[config.mk]
export PLATFORM = sky130hd
export DESIGN_NAME = hop_kernel_afh_seq
export DESIGN_NICKNAME = d
export VERILOG_FILES = /design/src/rtl/hop_kernel_afh_seq.sv
export SDC_FILE = /design/constraint.sdc
export NUM_CORES = 1
export LEC_CHECK = 0
export CORE_ASPECT_RATIO = 2
export CORE_MARGIN = 8
export CORE_UTILIZATION = 65
export DETAILED_ROUTE_END_ITERATION = 16
export DONT_BUFFER_PORTS = 1
export PLACE_DENSITY = 0.92
export SETUP_SLACK_MARGIN = 0.3
export SYNTH_ARGS = -nofsm -noshare
export SYNTH_HDL_FRONTEND = slang
export SYNTH_SLANG_ARGS = --single-unit
[constraint.sdc]
create_clock -name clk -period 11.4 [get_ports clk]
set_input_delay 3.42 -clock clk [delete_from_list [all_inputs] [get_ports clk]]
set_output_delay 3.42 -clock clk [all_outputs]
set_load 0.01 [all_outputs]
[src/rtl/hop_kernel_afh_seq.sv]
// rtl/hop_kernel_afh_seq.sv - sequential hop kernel with AFH remap
// Basic hop channel from latched kernel inputs; AFH remap via iterative mod-N and channel-map scan.
module hop_kernel_afh_seq #(
  parameter int NCH  = 79,
  parameter int NMIN = 20,
  parameter int IDXW = 7
) (
  input  logic            clk,
  input  logic            rstz,
  input  logic            req,
  input  logic            afh_en,
  input  logic [4:0]      X,
  input  logic [4:0]      A,
  input  logic [4:0]      C,
  input  logic [3:0]      B,
  input  logic [8:0]      D,
  input  logic [6:0]      E,
  input  logic [6:0]      F,
  input  logic [6:0]      Fprime,
  input  logic            Y1,
  input  logic [5:0]      Y2,
  input  logic [NCH-1:0]  chmap,
  output logic            busy,
  output logic            done,
  output logic [IDXW-1:0] fk,
  output logic            afh_err,
  output logic [IDXW-1:0] nused
);

  localparam int SW = 9;
  localparam logic [IDXW-1:0] HALF_W = IDXW'((NCH + 1) / 2);
  localparam logic [IDXW-1:0] NMIN_W = IDXW'(NMIN);

  localparam logic [2:0] S_IDLE = 3'd0;
  localparam logic [2:0] S_ADD  = 3'd1;
  localparam logic [2:0] S_CHK  = 3'd2;
  localparam logic [2:0] S_MOD  = 3'd3;
  localparam logic [2:0] S_SCAN = 3'd4;
  localparam logic [2:0] S_DONE = 3'd5;

  logic [2:0]      state;
  logic            afh_r, y1_r;
  logic [4:0]      x_r, a_r, c_r;
  logic [3:0]      b_r;
  logic [8:0]      d_r;
  logic [6:0]      e_r, f_r, fp_r;
  logic [5:0]      y2_r;
  logic [NCH-1:0]  chmap_r;
  logic [4:0]      perm_r;
  logic [IDXW-1:0] nused_q, kp, j, cnt;
  logic [SW-1:0]   s;

  function automatic logic [4:0] bfly(input logic [4:0] z, input int i, input int k, input logic en);
    logic [4:0] r;
    r = z;
    if (en) begin
      r[i] = z[k];
      r[k] = z[i];
    end
    return r;
  endfunction

  // Seven butterfly stages, control bits consumed from P13 down to P0.
  function automatic logic [4:0] perm5(input logic [4:0] z_in, input logic [13:0] p);
    logic [4:0] z;
    z = z_in;
    z = bfly(bfly(z, 1, 2, p[13]), 0, 3, p[12]);
    z = bfly(bfly(z, 1, 3, p[11]), 2, 4, p[10]);
    z = bfly(bfly(z, 0, 3, p[9]),  1, 4, p[8]);
    z = bfly(bfly(z, 3, 4, p[7]),  0, 2, p[6]);
    z = bfly(bfly(z, 1, 3, p[5]),  0, 4, p[4]);
    z = bfly(bfly(z, 3, 4, p[3]),  1, 2, p[2]);
    z = bfly(bfly(z, 2, 3, p[1]),  0, 1, p[0]);
    return z;
  endfunction

  function automatic logic [IDXW-1:0] hop_ch(input logic [IDXW-1:0] v);
    logic [IDXW-1:0] h;
    h = v - HALF_W;
    return (v < HALF_W) ? {v[IDXW-2:0], 1'b0} : {h[IDXW-2:0], 1'b1};
  endfunction

  logic [4:0]      z;
  logic [4:0]      perm_c;
  logic [IDXW-1:0] popc;
  logic [SW-1:0]   sum_k, sum_s;
  logic [IDXW-1:0] k, bch, ch_j;

  always_comb begin
    z      = (x_r + a_r) ^ {1'b0, b_r};
    perm_c = perm5(z, {c_r ^ {5{y1_r}}, d_r});
    popc   = '0;
    for (int i = 0; i < NCH; i++) popc = popc + IDXW'(chmap_r[i]);
    sum_k  = SW'(e_r) + SW'(f_r) + SW'(y2_r) + SW'(perm_r);
    sum_s  = SW'(e_r) + SW'(fp_r) + SW'(y2_r) + SW'(perm_r);
    k      = IDXW'(sum_k % SW'(NCH));
    bch    = hop_ch(k);
    ch_j   = hop_ch(j);
  end

  assign busy = (state == S_ADD) || (state == S_CHK) || (state == S_MOD) || (state == S_SCAN);
  assign done = (state == S_DONE);

  always_ff @(posedge clk or negedge rstz) begin
    if (!rstz) begin
      state   <= S_IDLE;
      afh_r   <= 1'b0;
      y1_r    <= 1'b0;
      x_r     <= '0;
      a_r     <= '0;
      c_r     <= '0;
      b_r     <= '0;
      d_r     <= '0;
      e_r     <= '0;
      f_r     <= '0;
      fp_r    <= '0;
      y2_r    <= '0;
      chmap_r <= '0;
      perm_r  <= '0;
      nused_q <= '0;
      kp      <= '0;
      j       <= '0;
      cnt     <= '0;
      s       <= '0;
      fk      <= '0;
      afh_err <= 1'b0;
      nused   <= '0;
    end else begin
      case (state)
        S_IDLE, S_DONE: begin
          if (req) begin
            afh_r   <= afh_en;
            y1_r    <= Y1;
            x_r     <= X;
            a_r     <= A;
            c_r     <= C;
            b_r     <= B;
            d_r     <= D;
            e_r     <= E;
            f_r     <= F;
            fp_r    <= Fprime;
            y2_r    <= Y2;
            chmap_r <= chmap;
            state   <= S_ADD;
          end else begin
            state <= S_IDLE;
          end
        end
        S_ADD: begin
          perm_r  <= perm_c;
          nused_q <= popc;
          state   <= S_CHK;
        end
        S_CHK: begin
          if (!afh_r || chmap_r[bch] || (nused_q < NMIN_W)) begin
            fk      <= bch;
            afh_err <= afh_r && !chmap_r[bch];
            nused   <= nused_q;
            state   <= S_DONE;
          end else begin
            s     <= sum_s;
            state <= S_MOD;
          end
        end
        S_MOD: begin
          if (s >= SW'(nused_q)) begin
            s <= s - SW'(nused_q);
          end else begin
            kp    <= IDXW'(s);
            j     <= '0;
            cnt   <= '0;
            state <= S_SCAN;
          end
        end
        S_SCAN: begin
          // kp < nused guarantees a hit before j leaves the channel range.
          if (chmap_r[ch_j] && (cnt == kp)) begin
            fk      <= ch_j;
            afh_err <= 1'b0;
            nused   <= nused_q;
            state   <= S_DONE;
          end else begin
            if (chmap_r[ch_j]) cnt <= cnt + 1'b1;
            j <= j + 1'b1;
          end
        end
        default: state <= S_IDLE;
      endcase
    end
  end

endmodule

==> reports/metrics.cfg, run 1 <==
[logic_synthesis]
synthTopCellsByArea=dfrtp_1, fa_1, mux2_2
synth_area_per_cell_um2=10.3
syn-num-nets=1772
syn_inst=1485
ys_ff_latch=196
yosys_warnings=0
synth_adder_area_share=0.168
synth_top_area_cell=dfrtp_1
ys.flop_type=dfrtp_1
synthXorXnorAreaFrac=0.0361
synth-seq-area-share=0.321
synthMuxAreaShare=0.147
syn_area_um2=15300
synthSimpleGateAreaFrac=0.108
synth.top_cell.area_share=0.321
synth_compound_area_frac=0.154
ys_async_sr_fraction=1.00
synth_top_family_by_area=adder cells
netlist-cell-type-count=113
synth-edff-count=0

[worst_setup_path]
timing.critical_path.mode_cell=inv_1
r2r_slack_ps=1350
arrival_ps=10400
r2r_end=s[5]
worst-path-buf-inv=4
crit_slowest_cell=fa_1
start_kind=flip-flop
critPathKind=reg2reg
slowest_delay_ps=560
r2r_cells=35
path_delay_family=simple AND/OR/NAND/NOR gates
cp.required_ps=11750
crit_fanout=17
r2r-start=e_r[1]
cp_num_cells=35
worst_setup_path_end_kind=flip-flop

[finish]
most-common-layout-cells=dfrtp_1, inv_1, nand2_1
area_delta_synth_final_pct=4.93
final_common_cell=dfrtp_1
final_util=0.693
stdcell_area_um2=16000
fin_nets=1736
drive_above_1_share=0.155

[clock_tree]
clock_sinks=196
cts_tree=yes
insertion_delay_ps=470
cts_setup_buffers=0
cts_buffers=17
clk_pin_slew_ps=70
root_buffer=clkbuf_16
htreeDepth=4
clockBufferDepth=2
hold_buffers=0
post_cts_resized=0

[route]
ant_nets=0
drt-initial-drc-count=1151
post-route-drc-count=0
drt-total-wl_mm=47.1
num_vias=11900
wl_per_cell_um=26.9
vias_per_cell=6.78
drt_first_pass_iters=6

[sta]
max_freq_ghz=0.0995
setup_tns_ps=0
hold_viol=0
worst_pin_slew_ps=1170
slew_headroom=0.223
period_share=0.882
holdWs_ps=525
rsz0062_at_grt=no
finalMaxSlewViolations=0
min_period_ps=10050
fin_skew_ps=9.85
setup_viol=0

[min_path]
min_path_cells=1
min_to=a_r[2]
hp-start=a_r[2]
min_path_type=reg2reg

[die]
die_h_um=233
start_util=0.660
num_rows=79
dieArea_um2=28900
fp.dieW_um=124
core_um2=23100
ios=156

[run_status]
run_status=finished, final reports clean

[global_route]
grt_max_degree=197
track_usage=0.327
grt_pass1_vias=12600
antenna_found_initial=8
overflow=0
grt_pass1_wl_mm=71.9

[placement]
placed_area_um2=15400
place.port_buffers=0
hpwl_mm=35.7
place_congestion=0.993

[run]
max_cap_viol_count=0

## metal layers
layer,routed length (µm),GRT usage,part of all wire,vias to the layer above
met2,24800,0.581,0.53,627
li1,-,-,-,5135
met1,14600,0.310,0.31,5847
met5,0,0,0,-
met3,2460,0.0547,0.052,278
met4,5210,0.324,0.11,0
## through the flow
step	setup slack [ps]	instances
5_1_grt	796	1753
2_1_floorplan	2820	1485
4_1_cts	1470	1744
3_5_place_dp	1510	1713
3_3_place_gp	1730	1713
6_report	1350	1753
## worst register-to-register path, delay by kind of cell, from the launching register on
family	cells	cell delay, ps
simple gates	10	3110
compound gates	11	2590
fa+ha+maj	6	2160
mux	3	1100
flops	1	380
buf+inv	4	310
xor+xnor	1	300
## flip-flops by register name, summed over array words and instances, names as in the netlist, 3 cells and up
register / count
d_r: 9
y2_r: 6
a_r: 5
j: 7
fp_r: 7
b_r: 4
state: 3
s: 9
x_r: 5
kp: 7
perm_r: 5
fk: 7
f_r: 7
c_r: 5
e_r: 7
nused_q: 7
nused: 7
chmap_r: 79
cnt: 7
## cells in the mapped netlist, types with 5 or more instances
library cell	instances
a211oi_1	16
dfrtp_1	196
a21oi_1	49
mux4_2	26
fa_1	94
o211a_1	5
ha_1	54
buf_2	9
a2111oi_0	6
o21ai_0	104
a31oi_1	7
o21a_1	9
a22oi_1	5
nand4_1	6
a221oi_1	9
xor2_1	26
nor3_1	24
nor2b_1	7
buf_6	7
o21bai_1	5
nand2b_1	6
nor2_1	57
mux2_4	12
clkbuf_1	45
xnor2_1	25
and3_1	9
and2_1	7
o22ai_1	6
nand3_1	25
a21o_1	16
inv_1	182
o21ai_1	12
mux2_2	98
o31ai_1	6
o211ai_1	10
nand2_1	141
mux2i_1	37
## area by class of cell
type	count	area [µm²]
Multi-Input combinational cell	1040	9370
Fill cell	1650	7110
Sequential cell	196	4900
Inverter	182	683
Clock buffer	17	425
Tap cell	283	354
Clock inverter	14	173
Timing Repair Buffer	12	90.1
Antenna cell	9	22.5
## worst max-delay path by stage
stage | start | endpoint
3_5_place_dp | e_r[1] | s[5]
6_report | e_r[1] | s[5]
5_1_grt | e_r[1] | s[5]
3_3_place_gp | e_r[1] | s[3]
2_1_floorplan | e_r[1] | s[3]
4_1_cts | e_r[1] | s[3]
## kinds of logic (layout without fill, tap and decap cells)
group                    count (synthesis)  after routing
AO/OA/AOI/OAI                          333            333
XOR/XNOR                                56             56
adder cells (fa/ha/maj)                148            148
buffers and inverters                  249            225
flip-flops                             196            196
multiplexers                           173            173
other                                    0              9
AND/OR/NAND/NOR                        330            330
Power of run 1 is left out: the tool's default activity adds up to more than one toggle a clock period on the data nets, which glitch-free logic cannot reach.
==> run 2, diff against run 1 <==
Settings changed: PLACE_DENSITY 0.92 to unset, PLACE_DENSITY_LB_ADDON set to 0.05.
==> run 2 against run 1 <==
Critical path depth grew 1. Flip-flop and latch count is the same. Cell count shrank 0.51%. Worst setup slack gained 200 ps. First-iteration DRC count shrank 26%.
==> reports/metrics.cfg, run 2 (synthesized netlist as in run 1, its figures left out) <==
[die]
core_um2=23100  ; unchanged
fp.dieW_um=124  ; unchanged
dieArea_um2=28900  ; unchanged
start_util=0.660  ; unchanged
num_rows=79  ; unchanged
die_h_um=233  ; unchanged
ios=156  ; unchanged

[placement]
place.port_buffers=0  ; unchanged
place_congestion=0.947  ; was 0.993
hpwl_mm=34.7  ; was 35.7 mm

[worst_setup_path]
start_kind=flip-flop  ; unchanged
r2r_cells=36  ; was 35
arrival_ps=10200  ; was 10400 ps
worst-path-buf-inv=5  ; was 4
worst_setup_path_end_kind=flip-flop  ; unchanged
slowest_delay_ps=560  ; about the same
crit_fanout=17  ; unchanged
crit_slowest_cell=fa_1  ; unchanged
critPathKind=reg2reg  ; unchanged
r2r_slack_ps=1550  ; was 1350 ps
path_delay_family=compound AO/OA/AOI/OAI gates  ; was simple AND/OR/NAND/NOR gates
cp.required_ps=11750  ; about the same
r2r_end=s[5]  ; unchanged
timing.critical_path.mode_cell=inv_1  ; unchanged
r2r-start=e_r[1]  ; unchanged

[run_status]
run_status=finished, final reports clean  ; unchanged

[route]
ant_nets=0  ; unchanged
drt-total-wl_mm=43.2  ; was 47.1 mm
num_vias=11300  ; was 11900
post-route-drc-count=0  ; unchanged
vias_per_cell=6.46  ; was 6.78
wl_per_cell_um=24.8  ; was 26.9 µm
drt_first_pass_iters=5  ; was 6
drt-initial-drc-count=855  ; was 1151

[sta]
setup_tns_ps=0  ; unchanged
period_share=0.864  ; was 0.882
fin_skew_ps=12.4  ; was 9.85 ps
finalMaxSlewViolations=0  ; unchanged
rsz0062_at_grt=no  ; unchanged
hold_viol=0  ; unchanged
min_period_ps=9850  ; was 10050 ps
setup_viol=0  ; unchanged
max_freq_ghz=0.102  ; was 0.0995 GHz
slew_headroom=0.218  ; was 0.223
worst_pin_slew_ps=1170  ; about the same

[min_path]
min_path_cells=1  ; unchanged
min_path_type=reg2reg  ; unchanged
min_to=a_r[2]  ; unchanged
hp-start=a_r[2]  ; unchanged

[finish]
largest_reg_flops=79  ; unchanged
drive_above_1_share=0.154  ; was 0.155
final_common_cell=dfrtp_1  ; unchanged
fin_nets=1733  ; was 1736
largest_registers=chmap_r x79, d_r x9, s x9  ; unchanged
area_delta_synth_final_pct=4.69  ; was 4.93%
most-common-layout-cells=dfrtp_1, inv_1, nand2_1  ; unchanged
regMostFlops=chmap_r  ; unchanged

[clock_tree]
htreeDepth=4  ; unchanged
hold_buffers=0  ; unchanged
clockBufferDepth=2  ; unchanged
cts_buffers=17  ; unchanged
clock_sinks=196  ; unchanged
post_cts_resized=0  ; unchanged
cts_setup_buffers=0  ; unchanged
root_buffer=clkbuf_16  ; unchanged
insertion_delay_ps=460  ; was 470 ps
clk_pin_slew_ps=70  ; about the same
cts_tree=yes  ; unchanged

[global_route]
antenna_found_initial=3  ; was 8
grt_pass1_vias=12300  ; was 12600
grt_pass1_wl_mm=68.2  ; was 71.9 mm
track_usage=0.309  ; was 0.327
grt_max_degree=197  ; unchanged
overflow=0  ; unchanged

[run]
max_cap_viol_count=0  ; unchanged

## run 2: metrics by stage
step,utilization,setup WS (ps),hold slack [ps],area [µm²],cells
floorplan,-,2820,472,15300,1485
global placement,0.665,1850,493,15400,1710
detailed placement,0.665,1650,501,15400,1710
CTS,0.691,1600,518,16000,1741
global route,0.691,801,532,16000,1744
finish,0.691,1550,515,16000,1744
## run 2: final cells by class
type                    count  area (µm²)
multi-input cells        1040        9370
repair buffers              9        67.6
clock buffers              17         425
inverters                 182         683
clock inverters            14         173
flip-flops and latches    196        4900
fillers                  1846        7150
well taps                 283         354
diodes                      3        7.51
## run 2: worst max-delay path by stage
stage	slack, ps	depth (start not counted)	endpoint	from
finish	1550	36	s[5]	e_r[1]
global route	800	34	s[3]	e_r[1]
CTS	1600	36	s[5]	e_r[1]
detailed placement	1650	36	s[5]	e_r[1]
global placement	1850	36	s[3]	e_r[1]
floorplan	2820	37	s[3]	e_r[1]
## run 2: worst reg2reg max path: cells and delay by family, from the launching register on
family	cells	cell delay (ps)
AO/OA/AOI/OAI	14	3340
AND/OR/NAND/NOR	9	2570
flip-flops	1	370
adder cells (fa/ha/maj)	6	2230
multiplexers	2	730
buffers and inverters	5	490
## run 2: layer usage
layer | track usage | part of all wire
met1 | 0.296 | 0.33
met5 | 0 | 0
met2 | 0.570 | 0.55
met4 | 0.258 | 0.088
met3 | 0.0451 | 0.039
Power of run 2 is left out for the same reason.
==> run 3, diff against run 2 <==
Settings changed: PLACE_DENSITY set to 0.92, PLACE_DENSITY_LB_ADDON 0.05 to unset.
==> results of run 3 <==
No change in the layout: final DEF, timing and power equal those of run 1.
Power of run 3 is left out for the same reason.
